### config.mk
export PLATFORM = sky130hd
export DESIGN_NAME = shiftreg_sequencer
export DESIGN_NICKNAME = d
export VERILOG_FILES = /design/src/rtl/shiftreg_sequencer.sv
export SDC_FILE = /design/constraint.sdc
export NUM_CORES = 1
export LEC_CHECK = 0
export ABC_CLOCK_PERIOD_IN_PS = 3550
export BUFFER_PORTS_ARGS = -buffer_cell sky130_fd_sc_hd__buf_2
export CELL_PAD_IN_SITES_DETAIL_PLACEMENT = 1
export CELL_PAD_IN_SITES_GLOBAL_PLACEMENT = 1
export CORE_MARGIN = 4
export CORE_UTILIZATION = 40
export DETAILED_ROUTE_END_ITERATION = 6
export GPL_TIMING_DRIVEN = 0
export PLACE_DENSITY = 0.86
export SETUP_SLACK_MARGIN = 0.4
export SKIP_CTS_REPAIR_TIMING = 1
export SLEW_MARGIN = 20
export SYNTH_ARGS = -nofsm -noshare
export SYNTH_HDL_FRONTEND = slang
export SYNTH_SLANG_ARGS = --single-unit
### constraint.sdc
create_clock -name clk -period 3.55 [get_ports clk]
set_clock_uncertainty 0.15 [all_clocks]
set_input_delay 0 -clock clk [delete_from_list [all_inputs] [get_ports clk]]
set_output_delay 0 -clock clk [all_outputs]
set_load 0.02 [all_outputs]
### src/rtl/shiftreg_sequencer.sv
// shiftreg_sequencer
//   Sequences one parallel-in/serial-out shift register transaction:
//   accept a start request, latch the word, pulse a one-cycle parallel load,
//   issue WIDTH shift ticks (one every DIVIDE clocks), then capture the
//   register contents as the received word and pulse done.
//
// Ports
//   clk          : system clock, all state on rising edge
//   resetn       : asynchronous active-low reset
//   start        : transaction request, only honoured while idle
//   txdata       : word to load, latched when start is accepted
//   parallelout  : current shift register contents
//   parallelload : one-cycle load strobe to the shift register
//   paralleldata : latched txdata presented to the shift register
//   shiftedge    : one-cycle shift enable to the shift register
//   busy         : high from the load cycle through the finish cycle
//   done         : one-cycle completion pulse, coincident with valid rxdata
//   rxdata       : parallelout captured at the end of the transaction
//   bitcount     : shift ticks issued in the current/last transaction
module shiftreg_sequencer #(
  parameter int WIDTH  = 8,
  parameter int DIVIDE = 4
) (
  input  logic                       clk,
  input  logic                       resetn,
  input  logic                       start,
  input  logic [WIDTH-1:0]           txdata,
  input  logic [WIDTH-1:0]           parallelout,
  output logic                       parallelload,
  output logic [WIDTH-1:0]           paralleldata,
  output logic                       shiftedge,
  output logic                       busy,
  output logic                       done,
  output logic [WIDTH-1:0]           rxdata,
  output logic [$clog2(WIDTH+1)-1:0] bitcount
);

  localparam int BCW = $clog2(WIDTH + 1);
  // A one-clock tick still needs a 1-bit divider so the declarations stay legal.
  localparam int DW  = (DIVIDE > 1) ? $clog2(DIVIDE) : 1;

  localparam logic [DW-1:0]  DIV_LAST = DW'(DIVIDE - 1);
  localparam logic [BCW-1:0] BC_LAST  = BCW'(WIDTH - 1);
  // With DIVIDE==1 every SHIFT cycle is a tick, so the strobe re-arms on its own.
  localparam logic           SE_EVERY = (DIVIDE == 1) ? 1'b1 : 1'b0;

  typedef enum logic [1:0] {
    ST_IDLE   = 2'd0,
    ST_LOAD   = 2'd1,
    ST_SHIFT  = 2'd2,
    ST_FINISH = 2'd3
  } state_t;

  state_t           state_r;
  logic [DW-1:0]    divider_r;
  logic [DW-1:0]    divider_inc_s;
  logic [BCW-1:0]   bitcount_r;
  logic [BCW-1:0]   bitcount_inc_s;
  logic             parallelload_r;
  logic [WIDTH-1:0] paralleldata_r;
  logic             shiftedge_r;
  logic             busy_r;
  logic             done_r;
  logic [WIDTH-1:0] rxdata_r;

  // Incremented counter values used by the state machine.
  always_comb begin
    divider_inc_s  = divider_r + DW'(1);
    bitcount_inc_s = bitcount_r + BCW'(1);
  end

  // Transaction state machine; every output strobe is registered one edge
  // ahead so it lines up with the cycle it describes.
  always_ff @(posedge clk or negedge resetn) begin
    if (!resetn) begin
      state_r        <= ST_IDLE;
      divider_r      <= '0;
      bitcount_r     <= '0;
      parallelload_r <= 1'b0;
      paralleldata_r <= '0;
      shiftedge_r    <= 1'b0;
      busy_r         <= 1'b0;
      done_r         <= 1'b0;
      rxdata_r       <= '0;
    end else begin
      parallelload_r <= 1'b0;
      shiftedge_r    <= 1'b0;
      done_r         <= 1'b0;
      case (state_r)
        ST_IDLE: begin
          if (start) begin
            paralleldata_r <= txdata;
            parallelload_r <= 1'b1;
            busy_r         <= 1'b1;
            state_r        <= ST_LOAD;
          end else begin
            state_r <= ST_IDLE;
          end
        end
        ST_LOAD: begin
          divider_r   <= '0;
          bitcount_r  <= '0;
          shiftedge_r <= SE_EVERY;
          state_r     <= ST_SHIFT;
        end
        ST_SHIFT: begin
          if (divider_r == DIV_LAST) begin
            // This cycle carried a shift tick.
            divider_r  <= '0;
            bitcount_r <= bitcount_inc_s;
            if (bitcount_r == BC_LAST) begin
              state_r <= ST_FINISH;
            end else begin
              shiftedge_r <= SE_EVERY;
            end
          end else begin
            divider_r   <= divider_inc_s;
            shiftedge_r <= (divider_inc_s == DIV_LAST);
          end
        end
        ST_FINISH: begin
          // parallelout already reflects the final shift here.
          rxdata_r <= parallelout;
          done_r   <= 1'b1;
          busy_r   <= 1'b0;
          state_r  <= ST_IDLE;
        end
        default: begin
          busy_r  <= 1'b0;
          state_r <= ST_IDLE;
        end
      endcase
    end
  end

  assign parallelload = parallelload_r;
  assign paralleldata = paralleldata_r;
  assign shiftedge    = shiftedge_r;
  assign busy         = busy_r;
  assign done         = done_r;
  assign rxdata       = rxdata_r;
  assign bitcount     = bitcount_r;

endmodule

==> summary.txt <==
Global route
  • Largest net degree at the start of global routing: 29
  • Most used routing layer in global routing: met2
  • Grt met1 use: 16.30%
  • Initial antenna violation count: 0
  • First-pass GRT wire length: 4.381 mm
  • All-Layer GR Usage: 13.85%
  • Vias in the first global route: 925
  • M3 GR Usage: 3.777%
  • M2 GR Usage: roughly 24%
  • Grt total ovfl: 0

STA
  • Final hold vios: 0
  • Worst-margin pin slew: between 0.6 and 0.7 ns
  • Tmin final: 1.729 ns
  • Slew Limit Fails: 0
  • Tcrit/Tclk final: slightly below 50%
  • Fmax: between 500 and 600 MHz
  • RSZ-0062 raised after global routing: no
  • TNS Setup: 0 ns
  • Hold_ws: 0.05375 ns
  • Finish-stage setup viols: 0
  • Slew headroom: about three fifths

Setup path
  • Critical Path Source Type: flip-flop
  • Worst path max stage delay: 0.43 ns
  • Critical path cell sequence: inv_1, ha_1, nand2_2, o21ai_0, mux2_2
  • CP bufs+invs: 1
  • CP arrival: around 1.8 ns
  • Crit path kind: flip-flop to flip-flop
  • CP required: 3.63 ns
  • Crit-path leading delay family: flip-flops
  • CP Max Fanout: 10
  • CP Capture Type: flip-flop
  • Critical-path top delay cell: dfrtp_1

Placement
  • Post-DP HPWL: about 2 mm
  • # port buffers: 42
  • RD Place Congestion: just under 0.8
  • Placed cells: 162

Synth
  • Top cells by area, synth: dfrtp_1 (59%), mux2_2 (8.5%), mux2_1 (7.5%)
  • Post-synth top area share: 58.64%
  • #FFs+latches synth: 28
  • Post-synthesis cell type count: 24
  • Post-synthesis sequential area ratio: approximately three fifths
  • Post-synthesis cell area: between 0.001 and 0.0015 mm2
  • Post-Syn Nets: between 100 and 150
  • Post-Syn Area per Cell: 13.43 um2
  • Area leader, netlist: dfrtp_1
  • Yosys warning total: 0
  • Post-Synthesis Cells: just under 90

Run status
  • Outcome: completed

Power and ir drop
  • Pwr Total: 1.424 mW
  • Leakage Power: 0.8456 nW
  • Maximum vdd drop: 0.0003713 V
  • Pwr/cell area: 858.0 mW/mm2

Floorplan
  • Die width: 62.66 um
  • # rows: 19
  • Top-Level Pins: between 40 and 50
  • Die Y: 62.66 um
  • Starting Density: 42.60%
  • Die area: 0.003926 mm2
  • Core area: between 0.002 and 0.003 mm2

Clock network
  • H-tree Lvls: 1
  • CTS tree: done
  • Clock Path Buffers: 2
  • Worst-Skew Late Latency: 0.32 ns
  • Root buffer cell: clkbuf_4
  • Clock sinks: 28
  • Clk pin slew, worst setup/hold paths: 0.14 ns
  • Clock buffers created by TritonCTS: 3

Detailed routing
  • Via count: 945
  • DR DRC count: 0
  • Avg Vias per Cell: around 5.1
  • Final WL: 3.073 mm
  • DR iter-0 viols: 10
  • Routed Antenna Nets: 0
  • WL per Instance: between 15 and 20 um
  • First drt pass iteration count: 2

Layout
  • # diodes: 0
  • Finished Core Util: 59.19%
  • Nets: between 150 and 200
  • Area delta synth->final: 38.95%
  • Post-route insts no fill: 184
  • Share of post-route cells with drive strength above 1: a little under two fifths

Flow run
  • Max_cap viols: 0

Min path
  • Tightest Hold Check Type: input port to asynchronous set/reset pin
==> logic make-up (layout without fill, tap and decap cells) <==
| family | after synthesis | after routing | share of synthesized area [%] |
|---|---|---|---|
| simple gates | 17 | 17 | 8.901 |
| flops | 28 | 28 | 58.64 |
| buf+inv | 7 | 71 | 2.303 |
| mux | 18 | 18 | 16.86 |
| fa+ha+maj | 7 | 7 | 7.330 |
| compound gates | 12 | 12 | 5.969 |
==> cell usage after synthesis, drive strengths merged <==
cell,count
buf,1
nand2,5
o22ai,1
nand4b,1
dfrtp,28
mux2,17
nand3,2
o21ai,7
a211o,1
a21oi,1
mux2i,1
nand2b,3
nand3b,2
inv,6
nor4,1
o211ai,1
and2,1
and3,1
o2bb2ai,1
nor2b,1
ha,7
==> through the flow <==
step / setup slack, ns / area (um2)
3_3_place_gp: 1.996 / 1444
5_1_grt: 1.723 / 1660
4_1_cts: 1.870 / 1480
2_1_floorplan: 2.066 / 1195
3_5_place_dp: 1.892 / 1444
6_report: 1.821 / 1660
==> state kept, by name, indices dropped and copies added (netlist names) <==
register	flops
paralleldata	8
state_r	2
parallelload	1
shiftedge	1
busy	1
divider_r	2
rxdata	8
done	1
bitcount	4
==> layout make-up <==
class | instances | area [um2]
fillers | 300 | 1145
plain buffers | 1 | 5.005
flip-flops and latches | 28 | 700.7
well taps | 31 | 38.79
clock buffers | 4 | 36.28
multi-input cells | 54 | 466.7
repair buffers | 60 | 390.4
inverters | 6 | 22.52
==> per-layer routing <==
| layer | vias to the layer above | wire length, um |
|---|---|---|
| li1 | 438 | - |
| met1 | 472 | 1205 |
| met2 | 29 | 1657 |
| met3 | 6 | 166 |
| met4 | 0 | 44 |
| met5 | - | 0 |
==> power by group <==
group | switching (mW) | internal, mW | total, mW | leakage [nW]
sequential | 0.0912 | 0.462 | 0.553 | 0.345
combinational | 0.432 | 0.286 | 0.718 | 0.479
clock | 0.0905 | 0.0628 | 0.153 | 0.0210
==> path summary, 6_finish.rpt <==
| kind | from | endpoint | slack, ns | depth (start not counted) |
|---|---|---|---|---|
| worst min-delay path | resetn | rxdata[5] | 0.05 | 2 |
| max in group asynchronous | resetn | state_r[1] | 2.80 | 2 |
| worst max-delay path | state_r[0] | state_r[0] | 1.82 | 5 |
| worst min register to register | paralleldata[6] | paralleldata[6] | 0.35 | 1 |
| min in group clk | txdata[5] | paralleldata[5] | 0.27 | 3 |
| worst max register to register | state_r[0] | state_r[0] | 1.82 | 5 |
==> cells in the final DEF (no fill, tap or decap) <==
master and n:
clkbuf_4 3, o21ai_0 5, and3_1 1, a21oi_1 1, nand2b_1 3, nor2b_4 1
nand3_1 2, inv_1 6, dlygate4sd3_1 18, nand3b_1 2, mux2_2 9, o2bb2ai_1 1
o21ai_1 2, nand2_2 1, and2_1 1, mux2_1 8, nand4b_1 1, mux2i_1 1
ha_1 7, o22ai_1 1, clkbuf_8 1, o211ai_1 1, nand2_1 4, a211o_1 1
nor4_1 1, dfrtp_1 28, buf_2 43
Power figures use the tool's default switching activity.
